$ cat src/rtl/clock_div_monitor.sv
// clock_div_monitor: edge strobes, period measurement and lock
// tracking for a divided clock generated synchronously from clk.
module clock_div_monitor #(
  parameter int EXP_PERIOD = 4,
  parameter int CNT_W      = 8,
  parameter int LOCK_CNT   = 3,
  parameter int TIMEOUT    = 16
) (
  input  logic             clk,
  input  logic             rst,
  input  logic             in_clk,
  output logic             rise_pulse,
  output logic             fall_pulse,
  output logic [CNT_W-1:0] period,
  output logic             locked,
  output logic             err_pulse
);

  localparam int MC_W = $clog2(LOCK_CNT + 1);
  localparam int MCP  = MC_W + 1;

  localparam logic [CNT_W-1:0] EXP_V = CNT_W'(EXP_PERIOD);
  localparam logic [CNT_W-1:0] TO_V  = CNT_W'(TIMEOUT);
  localparam logic [MC_W:0]    LCK_V = MCP'(LOCK_CNT);

  typedef enum logic [1:0] {
    IDLE,
    ACQ,
    LOCK
  } state_t;

  state_t           state;
  logic             in_q;
  logic [CNT_W-1:0] per_cnt;
  logic [MC_W-1:0]  match_cnt;
  logic             rise_det;
  logic             fall_det;
  logic             match;
  logic             tmo;
  logic [MC_W:0]    mc_nxt;

  assign rise_det = in_clk & ~in_q;
  assign fall_det = ~in_clk & in_q;
  assign match    = (per_cnt == EXP_V);
  // a rise in the timeout cycle wins and is judged as a period
  assign tmo      = (per_cnt == TO_V) & ~rise_det;
  assign mc_nxt   = {1'b0, match_cnt} + MCP'(1);

  always_ff @(posedge clk) begin
    if (rst) begin
      state      <= IDLE;
      in_q       <= 1'b0;
      per_cnt    <= '0;
      match_cnt  <= '0;
      rise_pulse <= 1'b0;
      fall_pulse <= 1'b0;
      period     <= '0;
      locked     <= 1'b0;
      err_pulse  <= 1'b0;
    end else begin
      in_q       <= in_clk;
      rise_pulse <= rise_det;
      fall_pulse <= fall_det;
      err_pulse  <= 1'b0;

      if (rise_det)
        per_cnt <= CNT_W'(1);
      else if (per_cnt != '1)
        per_cnt <= per_cnt + CNT_W'(1);

      unique case (state)
        IDLE: begin
          if (rise_det) begin
            state     <= ACQ;
            match_cnt <= '0;
          end
        end
        ACQ: begin
          if (rise_det) begin
            period <= per_cnt;
            if (match) begin
              match_cnt <= mc_nxt[MC_W-1:0];
              if (mc_nxt == LCK_V) begin
                state  <= LOCK;
                locked <= 1'b1;
              end
            end else begin
              match_cnt <= '0;
              err_pulse <= 1'b1;
            end
          end else if (tmo) begin
            state     <= IDLE;
            err_pulse <= 1'b1;
          end
        end
        LOCK: begin
          if (rise_det) begin
            period <= per_cnt;
            if (!match) begin
              state     <= ACQ;
              match_cnt <= '0;
              locked    <= 1'b0;
              err_pulse <= 1'b1;
            end
          end else if (tmo) begin
            state     <= IDLE;
            locked    <= 1'b0;
            err_pulse <= 1'b1;
          end
        end
        default: begin
          state  <= IDLE;
          locked <= 1'b0;
        end
      endcase
    end
  end

endmodule

$ cat config.mk
export PLATFORM = sky130hd
export DESIGN_NAME = clock_div_monitor
export DESIGN_NICKNAME = d
export VERILOG_FILES = /design/src/rtl/clock_div_monitor.sv
export SDC_FILE = /design/constraint.sdc
export NUM_CORES = 1
export LEC_CHECK = 0
export ABC_AREA = 1
export CAP_MARGIN = 20
export CORE_MARGIN = 2
export CORE_UTILIZATION = 35
export DETAILED_ROUTE_END_ITERATION = 8
export HOLD_SLACK_MARGIN = 0.1
export PLACE_DENSITY = 0.63
export SLEW_MARGIN = 20
export SYNTH_ARGS = -nofsm -noshare
export SYNTH_HDL_FRONTEND = slang
export SYNTH_SLANG_ARGS = --single-unit
$ cat constraint.sdc
create_clock -name clk -period 1.9 [get_ports clk]
set_clock_uncertainty 0.2 [all_clocks]
set_input_delay 0.285 -clock clk [delete_from_list [all_inputs] [get_ports clk]]
set_output_delay 0.285 -clock clk [all_outputs]
set_load 0.02 [all_outputs]
==> out/results.tsv, run 1 <==
stage	metric	value	unit
global_route	largest net degree at the start of global routing	15	
power_and_ir_drop	Flop pwr share	0.503	
hold_path	Worst Hold Class	reg2reg	
global_route	All-Layer GR Usage	0.143	
detailed_routing	drt total wl	2660	um
clock_network	CTS tree	built	
critical_path	Worst EP required	1.90	ns
timing	Setup TNS	0	ns
power_and_ir_drop	Int Power	802	uW
layout	layout cells sized above 1	0.121	
floorplanning	DIE WIDTH	64.9	um
power_and_ir_drop	Max VDD drop	322	uV
detailed_routing	Residual DRC	0	
timing	Rel. slew slack	0.792	
timing	final hold viol count	0	
global_route	total gr overflow	0	
global_route	gr busiest metal	met2	
global_route	number of global-route vias before repair	1110	
yosys	simple-gate portion of the synthesized area	0.341	
power_and_ir_drop	power per cell area	707	mW/mm2
clock_network	CTS sink count	25	
layout	final net count	217	
yosys	Synth Instances	182	
yosys	Mapped Avg Cell Area	7.14	um2
critical_path	critical path type	reg2reg	
clock_network	clk_lat worst skew	0.26	ns
placement	DP Area	0.00156	mm2
detailed_routing	DR WL/cell	10.5	um
timing	fin crit share	0.931	
critical_path	Cell Chain, Critical Path	ha_1 > nand2_1 > nor3_4 > nand2_2 > clkinv_2 > nand2_2 > a21oi_2	
global_route	initial antenna violation count	0	
detailed_routing	DR pass1 iterations	4	
floorplanning	Initial Util	0.361	
timing	final count of pins violating max slew	0	
yosys	synth top area cells	dfxtp_1 38%, nand2_1 9.5%, nor2_1 7.8%	
critical_path	worst path arrival time	1.77	ns
critical_path	Crit-path slowest cell	dfxtp_1	
detailed_routing	routed via count	1180	
clock_network	CTS Hold Bufs	0	
power_and_ir_drop	Sw Share	0.292	
clock_network	Worst-path clk slew	0.09	ns
timing	minimum clock period after layout	1.77	ns
clock_network	deepest clock path buffer count	2	
clock_network	post_cts resized	0	
timing	Slew @ Worst Pin	0.309	ns
detailed_routing	Detailed Route Iter0 Violations	84	
run_status	outcome	complete, no violations	
yosys	Synth Area in Compound Gates	0.114	
placement	HPWL Detailed	2110	um
floorplanning	number of core rows	22	
yosys	area share of xor/xnor cells in the synthesized design	0.0135	
floorplanning	die height	64.9	um
layout	diode count	0	
clock_network	TritonCTS Buffers	3	
power_and_ir_drop	Comb pwr share	0.222	
floorplanning	Die ar.	0.00422	mm2
critical_path	CP max stage delay	0.48	ns
yosys	Adder-Cell Fraction of Synth Area	0.0674	
yosys	share of the synthesized area in the top cell type	0.385	
power_and_ir_drop	static leakage	0.000682	uW
critical_path	CP Max Fanout	7	
placement	gpl congestion	0.866	
placement	port bufs	14	
timing	RSZ-0062 raised after global routing	false	
timing	final setup vio count	0	
critical_path	nature of the critical path endpoint	flop	
critical_path	CP startpoint kind	flop	
clock_network	post-CTS setup buffers	0	
detailed_routing	ANT nets after route	0	
yosys	largest family of logic cells by synthesized area	simple AND/OR/NAND/NOR gates	
power_and_ir_drop	switching power	330	uW
layout	commonest non-fill, non-tap cell in the layout	nand2_1	
yosys	multiplexer area fraction after synthesis	0	
layout	final core occ	0.444	
detailed_routing	vias per inst	4.65	
critical_path	worst path bufs/invs	1	
yosys	syn_nets	192	
clock_network	CTS H-tree lvls	1	
yosys	Mapped Area	0.00130	mm2
power_and_ir_drop	Clock power frac	0.275	
yosys	register area share after synthesis	0.385	
layout	post-route cell area	0.00160	mm2
critical_path	Crit path max-delay family	simple AND/OR/NAND/NOR gates	
layout	most frequent cells in the layout	33 x nand2_1, 27 x nor2_1, 25 x dfxtp_1, 20 x inv_1, 20 x nand3_1	
global_route	global-route wire length before repair	4780	um
global_route	met1 Use GR	0.179	
global_route	global-route track usage on met2	0.253	
flow_run	max_cap viols	0	
floorplanning	Core Area	0.00361	mm2
yosys	#FFs+latches synth	25	
global_route	met3 Track Usage GR	0.0156	
clock_network	Root Buffer	clkbuf_8	
layout	Layout area overhead	23.2	%
critical_path	most frequent cell on the critical path	nand2_2	
layout	fill cell count	375	
yosys	Yosys top cell by area	dfxtp_1	
yosys	Cell variety after synth	25	
timing	Fmax	566	MHz
floorplanning	total I/O pin count	15	
yosys	Synth warnings	0	
state kept, by name, summed over array words and instances, names as in the netlist:
register / count
rise_pulse: 1
match_cnt: 2
in_q: 1
fall_pulse: 1
err_pulse: 1
locked: 1
period: 8
per_cnt: 8
state: 2
through the flow:
stage	power, uW	instances	setup WS, ns	hold WS [ns]
3_3_place_gp	832	250	0.0545	0.249
4_1_cts	1150	254	0.140	0.267
2_1_floorplan	749	182	0.316	0.154
3_5_place_dp	835	250	0.0192	0.252
5_1_grt	1200	254	0.0164	0.281
6_report	1130	254	0.132	0.263
cell families after synthesis:
kind of cell,after synthesis
buffers and inverters,26
AOI/OAI and AO/OA,28
and+or+nand+nor,94
adders and majority gates,7
DFF,25
xor gates and xnor gates,2
metal layers:
layer  wire length, um  vias up
li1                  -      637
met1              1280      519
met2              1270       22
met3                72        2
met4                33        0
met5                 0        -
power by group through the flow:
| stage | clock, uW | combinational (uW) | sequential, uW |
|---|---|---|---|
| after CTS | 330 | 253 | 570 |
| after global placement | 0 | 250 | 581 |
| final | 311 | 251 | 570 |
| after floorplan | 0 | 161 | 589 |
| after global routing | 339 | 291 | 573 |
| after detailed placement | 0 | 253 | 582 |
tightest hold or removal path: stages, from the launching register on:
cell and delay [ns]:
dfxtp_1 0.32, nand2_1 0.06, a21oi_1 0.05
layout make-up:
class,instances,area [um2],area share
Clock buffer,3,41.3,0.0258
Clock inverter,1,5.00,0.00312
Multi-Input combinational cell,131,696,0.434
Tap cell,48,60.1,0.0375
Sequential cell,25,500,0.312
Inverter,22,83.8,0.0523
Timing Repair Buffer,24,215,0.134
synth_stat cells:
cell type / n
nand3_1: 20
a21oi_2: 1
nand2_1: 33
nor3_2: 1
buf_2: 1
clkinv_2: 1
buf_4: 1
o21ai_0: 9
nand2_2: 3
nor3_4: 1
dfxtp_1: 25
a21oi_1: 15
xor2_1: 2
nand2_4: 1
inv_1: 20
nor2_1: 27
nor3_1: 1
inv_2: 1
nand3b_1: 1
nand4_1: 3
a31oi_1: 3
clkbuf_1: 2
ha_1: 7
nor3b_1: 1
nor2_4: 2
worst paths after layout:
kind	cells after the start	end	slack [ns]	from
max reg2reg	7	per_cnt[0]	0.13	per_cnt[1]
max	7	per_cnt[0]	0.13	per_cnt[1]
min	2	period[3]	0.26	period[3]
min reg2reg	2	period[3]	0.26	period[3]
No activity file was read; power rests on OpenSTA's default activity.
==> inputs of run 2 (changes only) <==
==> constraint.sdc (replaced) <==
create_clock -name clk -period 1.9 [get_ports clk]
set_clock_uncertainty 0.2 [all_clocks]
set_input_delay 0.475 -clock clk [delete_from_list [all_inputs] [get_ports clk]]
set_output_delay 0.475 -clock clk [all_outputs]
set_load 0.02 [all_outputs]
==> run 2 against run 1 <==
Critical path depth down 6. Flip-flop and latch count did not move. Clock-buffer cell count increased by 1. Combinational power increased by 2%. Register-to-register slack better by 0.03 ns.
==> out/results.tsv, run 2 (same netlist as run 1, synthesis figures left out) <==
stage	metric	value	unit
critical_path	Worst R2R Setup Slack	0.16	ns
power_and_ir_drop	Max VDD drop	256	uV
layout	final net count	220	
timing	Slew @ Worst Pin	0.260	ns
clock_network	Root Buffer	clkbuf_8	
clock_network	TritonCTS Buffers	3	
layout	commonest non-fill, non-tap cell in the layout	nand2_1	
timing	Fmax	533	MHz
floorplanning	die height	64.9	um
clock_network	CTS H-tree lvls	1	
clock_network	post-CTS setup buffers	0	
layout	most frequent cells in the layout	33 x nand2_1, 27 x nor2_1, 25 x dfxtp_1, 20 x inv_1, 20 x nand3_1	
timing	final hold viol count	0	
layout	Layout area overhead	26.4	%
floorplanning	Initial Util	0.361	
placement	Placement Setup Slack	-0.0969	ns
critical_path	worst path arrival time	1.20	ns
detailed_routing	DR pass1 iterations	4	
layout	diode count	0	
placement	port bufs	14	
layout	layout cells sized above 1	0.129	
critical_path	Worst R2R End	per_cnt[1]	
critical_path	Worst Reg-to-Reg Cells	6	
global_route	All-Layer GR Usage	0.135	
floorplanning	Core Area	0.00361	mm2
timing	minimum clock period after layout	1.88	ns
floorplanning	DIE WIDTH	64.9	um
timing	RSZ-0062 raised after global routing	false	
clock_network	CTS Hold Bufs	0	
clock_network	CTS tree	built	
critical_path	CP Max Fanout	2	
layout	Largest regs	per_cnt: 8 flops, period: 8 flops	
critical_path	Setup crit end	period[7]	
layout	fill cell count	369	
run_status	outcome	complete, no violations	
detailed_routing	DR WL/cell	10.2	um
critical_path	Crit Reg-Reg Startpoint	per_cnt[1]	
critical_path	Crit path max-delay family	buffers and inverters	
floorplanning	Die ar.	0.00422	mm2
detailed_routing	drt total wl	2630	um
layout	final core occ	0.456	
power_and_ir_drop	static leakage	0.000840	uW
floorplanning	total I/O pin count	15	
detailed_routing	routed via count	1191	
detailed_routing	ANT nets after route	0	
power_and_ir_drop	power per cell area	693	mW/mm2
critical_path	CP startpoint kind	flop	
timing	Rel. slew slack	0.825	
critical_path	Setup crit start	period[7]	
clock_network	post_cts resized	0	
layout	post-route cell area	0.00164	mm2
critical_path	instance count on the critical path	1	
timing	Final WS setup	0.0249	ns
hold_path	Worst Hold Class	reg2reg	
placement	HPWL Detailed	2050	um
critical_path	critical path type	reg2out	
clock_network	deepest clock path buffer count	2	
clock_network	Worst-path clk slew	0.08	ns
critical_path	CP max stage delay	0.60	ns
placement	DP Area	0.00158	mm2
hold_path	Min-Delay Path Depth	2	
global_route	initial antenna violation count	0	
global_route	global-route wire length before repair	4530	um
global_route	number of global-route vias before repair	1062	
detailed_routing	vias per inst	4.63	
critical_path	Cell Chain, Critical Path	clkdlybuf4s50_1	
flow_run	max_cap viols	0	
critical_path	Crit-path slowest cell	clkdlybuf4s50_1	
global_route	largest net degree at the start of global routing	14	
timing	fin crit share	0.987	
timing	final count of pins violating max slew	0	
placement	gpl congestion	0.846	
clock_network	CTS sink count	25	
timing	final setup vio count	0	
critical_path	nature of the critical path endpoint	output port	
floorplanning	number of core rows	22	
critical_path	Worst EP required	1.22	ns
clock_network	clk_lat worst skew	0.27	ns
global_route	total gr overflow	0	
detailed_routing	Detailed Route Iter0 Violations	50	
detailed_routing	Residual DRC	0	
critical_path	worst path bufs/invs	1	
[run 2: changes by cell type in the layout (fill, tap and decap cells not counted)]
cell,previous run,this run
clkdlybuf4s50_1,14,6
clkinv_2,2,1
dlymetal6s2s_1,0,8
clkbuf_1,0,1
buf_4,10,13
[run 2: final cells by class]
type | instances | area [um2] | share of cell area
multi-input cells | 131 | 696 | 0.423
inverters | 22 | 83.8 | 0.0510
well taps | 48 | 60.1 | 0.0366
repair buffers | 27 | 258 | 0.157
clock buffers | 4 | 45.0 | 0.0274
flip-flops and latches | 25 | 500 | 0.305
[run 2: metrics by stage]
step	TNS (ns)	std cells	hold WS, ns	power (uW)
after floorplan	0	182	0.252	749
after global placement	-0.917	253	0.247	837
after detailed placement	-1.11	253	0.250	839
after CTS	0	257	0.264	1150
after global routing	0	257	0.285	1210
final	0	257	0.257	1140
[run 2: worst min path at each step]
stage                         to          from
floorplan           match_cnt[0]  match_cnt[0]
global placement       period[0]     period[0]
detailed placement     period[7]     period[7]
CTS                    period[7]     period[7]
global route           period[5]     period[5]
finish                 period[6]     period[6]
[run 2: metal layers]
layer,vias up,global-route usage,share of wire
met2,22,0.224,0.45
met5,-,0,0
li1,642,-,-
met4,0,0.0638,0.019
met1,522,0.175,0.49
met3,5,0.0156,0.038
[run 2: report_power, final]
part           total, uW  internal (uW)  switching, uW
Combinational        256            109            147
Sequential           568            550           18.1
Clock                314            150            164
Total               1140            809            329
==> inputs of run 3 (changes only) <==
- CELL_PAD_IN_SITES_DETAIL_PLACEMENT: not set -> 0
- CELL_PAD_IN_SITES_GLOBAL_PLACEMENT: not set -> 2
- CORE_UTILIZATION: 35 -> 31
- PLACE_DENSITY: 0.63 -> 0.87
==> run 3 against run 2 <==
Non-clock buffer count down 3. Largest power group unchanged. Highest routed layer unchanged. Critical path depth up 7. Die area up 12%. Critical endpoint is now match_cnt[1].
==> out/results.tsv, run 3 (same netlist as run 1, synthesis figures left out) <==
stage	metric	value	unit
floorplanning	die height	68.8	um
power_and_ir_drop	power per cell area	703	mW/mm2
layout	Largest regs	per_cnt: 8 flops, period: 8 flops	
detailed_routing	vias per inst	4.82	
clock_network	deepest clock path buffer count	2	
floorplanning	Die ar.	0.00473	mm2
critical_path	CP startpoint kind	flop	
detailed_routing	ANT nets after route	0	
global_route	number of global-route vias before repair	1188	
layout	diode count	0	
clock_network	clk_lat worst skew	0.27	ns
placement	port bufs	14	
detailed_routing	DR pass1 iterations	4	
layout	Layout area overhead	25.5	%
global_route	All-Layer GR Usage	0.147	
global_route	global-route wire length before repair	5250	um
layout	commonest non-fill, non-tap cell in the layout	nand2_1	
clock_network	Root Buffer	clkbuf_8	
detailed_routing	Detailed Route Iter0 Violations	64	
layout	final net count	217	
layout	most frequent cells in the layout	33 x nand2_1, 27 x nor2_1, 23 x dfxtp_1, 20 x nand3_1, 19 x inv_1	
detailed_routing	Residual DRC	0	
timing	Fmax	571	MHz
placement	HPWL Detailed	2340	um
global_route	total gr overflow	0	
timing	final setup vio count	0	
hold_path	Worst Hold Class	reg2reg	
timing	final hold viol count	0	
timing	fin crit share	0.922	
critical_path	critical path type	reg2reg	
power_and_ir_drop	PnR Total Power	1150	uW
floorplanning	total I/O pin count	15	
layout	final core occ	0.405	
detailed_routing	routed via count	1234	
critical_path	nature of the critical path endpoint	flop	
timing	Rel. slew slack	0.789	
floorplanning	number of core rows	23	
layout	layout cells sized above 1	0.141	
timing	Hold Slack	0.262	ns
detailed_routing	DR WL/cell	11.8	um
timing	Slew @ Worst Pin	0.314	ns
timing	final count of pins violating max slew	0	
clock_network	CTS sink count	25	
critical_path	Worst EP required	1.87	ns
power_and_ir_drop	Max VDD drop	264	uV
placement	# placed instances	251	
floorplanning	Initial Util	0.323	
flow_run	max_cap viols	0	
layout	post-route cell area	0.00163	mm2
global_route	initial antenna violation count	0	
timing	RSZ-0062 raised after global routing	false	
critical_path	CP Max Fanout	4	
clock_network	CTS H-tree lvls	1	
clock_network	CTS tree	built	
detailed_routing	drt total wl	3020	um
clock_network	CTS Hold Bufs	0	
run_status	outcome	complete, no violations	
clock_network	TritonCTS Buffers	3	
power_and_ir_drop	static leakage	0.000828	uW
floorplanning	Core Area	0.00403	mm2
placement	gpl congestion	0.873	
timing	minimum clock period after layout	1.75	ns
placement	DP Area	0.00156	mm2
global_route	largest net degree at the start of global routing	15	
critical_path	worst path arrival time	1.72	ns
layout	Final Non-Filler Cells	256	
clock_network	Worst-path clk slew	0.09	ns
floorplanning	DIE WIDTH	68.8	um
critical_path	Worst R2R Setup Slack	0.15	ns
-- run 3: power breakdown --
group,internal [uW],leakage [uW],total [uW],switching [uW]
registers,551,0.000204,572,21.3
clock network,147,0.0000255,319,173
logic,104,0.000599,254,150
total,802,0.000828,1150,344
-- run 3: through the flow --
| step | TNS (ns) | worst slack (ns) |
|---|---|---|
| floorplan | 0 | 0.316 |
| global placement | -1.51 | -0.117 |
| detailed placement | -1.92 | -0.161 |
| CTS | 0 | 0.00199 |
| global route | 0 | 0.0145 |
| finish | 0 | 0.149 |
-- run 3: routing by layer --
layer	GRT usage	wire length, um
met1	0.191	1430
met2	0.245	1460
met3	0.0260	117
met4	0.0490	14
met5	0	0
-- run 3: path summary, 6_finish.rpt --
check | to | depth (start not counted) | start
setup / recovery | match_cnt[1] | 8 | state[0]
hold / removal | period[4] | 2 | period[4]
setup reg to reg | match_cnt[1] | 8 | state[0]
hold reg to reg | period[4] | 2 | period[4]
-- run 3: repair_timing --
item | 4_1_cts | 5_1_grt
buffers inserted | 0 | 1
endpoints found under the hold margin | 0 | 0
pin swaps | 0 | 4
endpoints found under the setup margin | 6 | 11
gates resized for setup | 6 | 11
cloned | 0 | 0
-- run 3: final cells by class --
| class | count | area [um2] |
|---|---|---|
| Timing Repair Buffer | 24 | 238 |
| Clock buffer | 3 | 41.3 |
| Clock inverter | 1 | 5.00 |
| Multi-Input combinational cell | 131 | 698 |
| Fill cell | 429 | 2400 |
| Tap cell | 50 | 62.6 |
| Inverter | 22 | 83.8 |
| Sequential cell | 25 | 503 |
-- run 3: critical path: stages, from the launching register on --
cell and delay, ns:
dfxtp_1 0.39, inv_1 0.09, ha_1 0.25, inv_1 0.10
a21oi_1 0.08, nor3_2 0.28, nand3_1 0.14, nand2_1 0.09
nor2_1 0.04
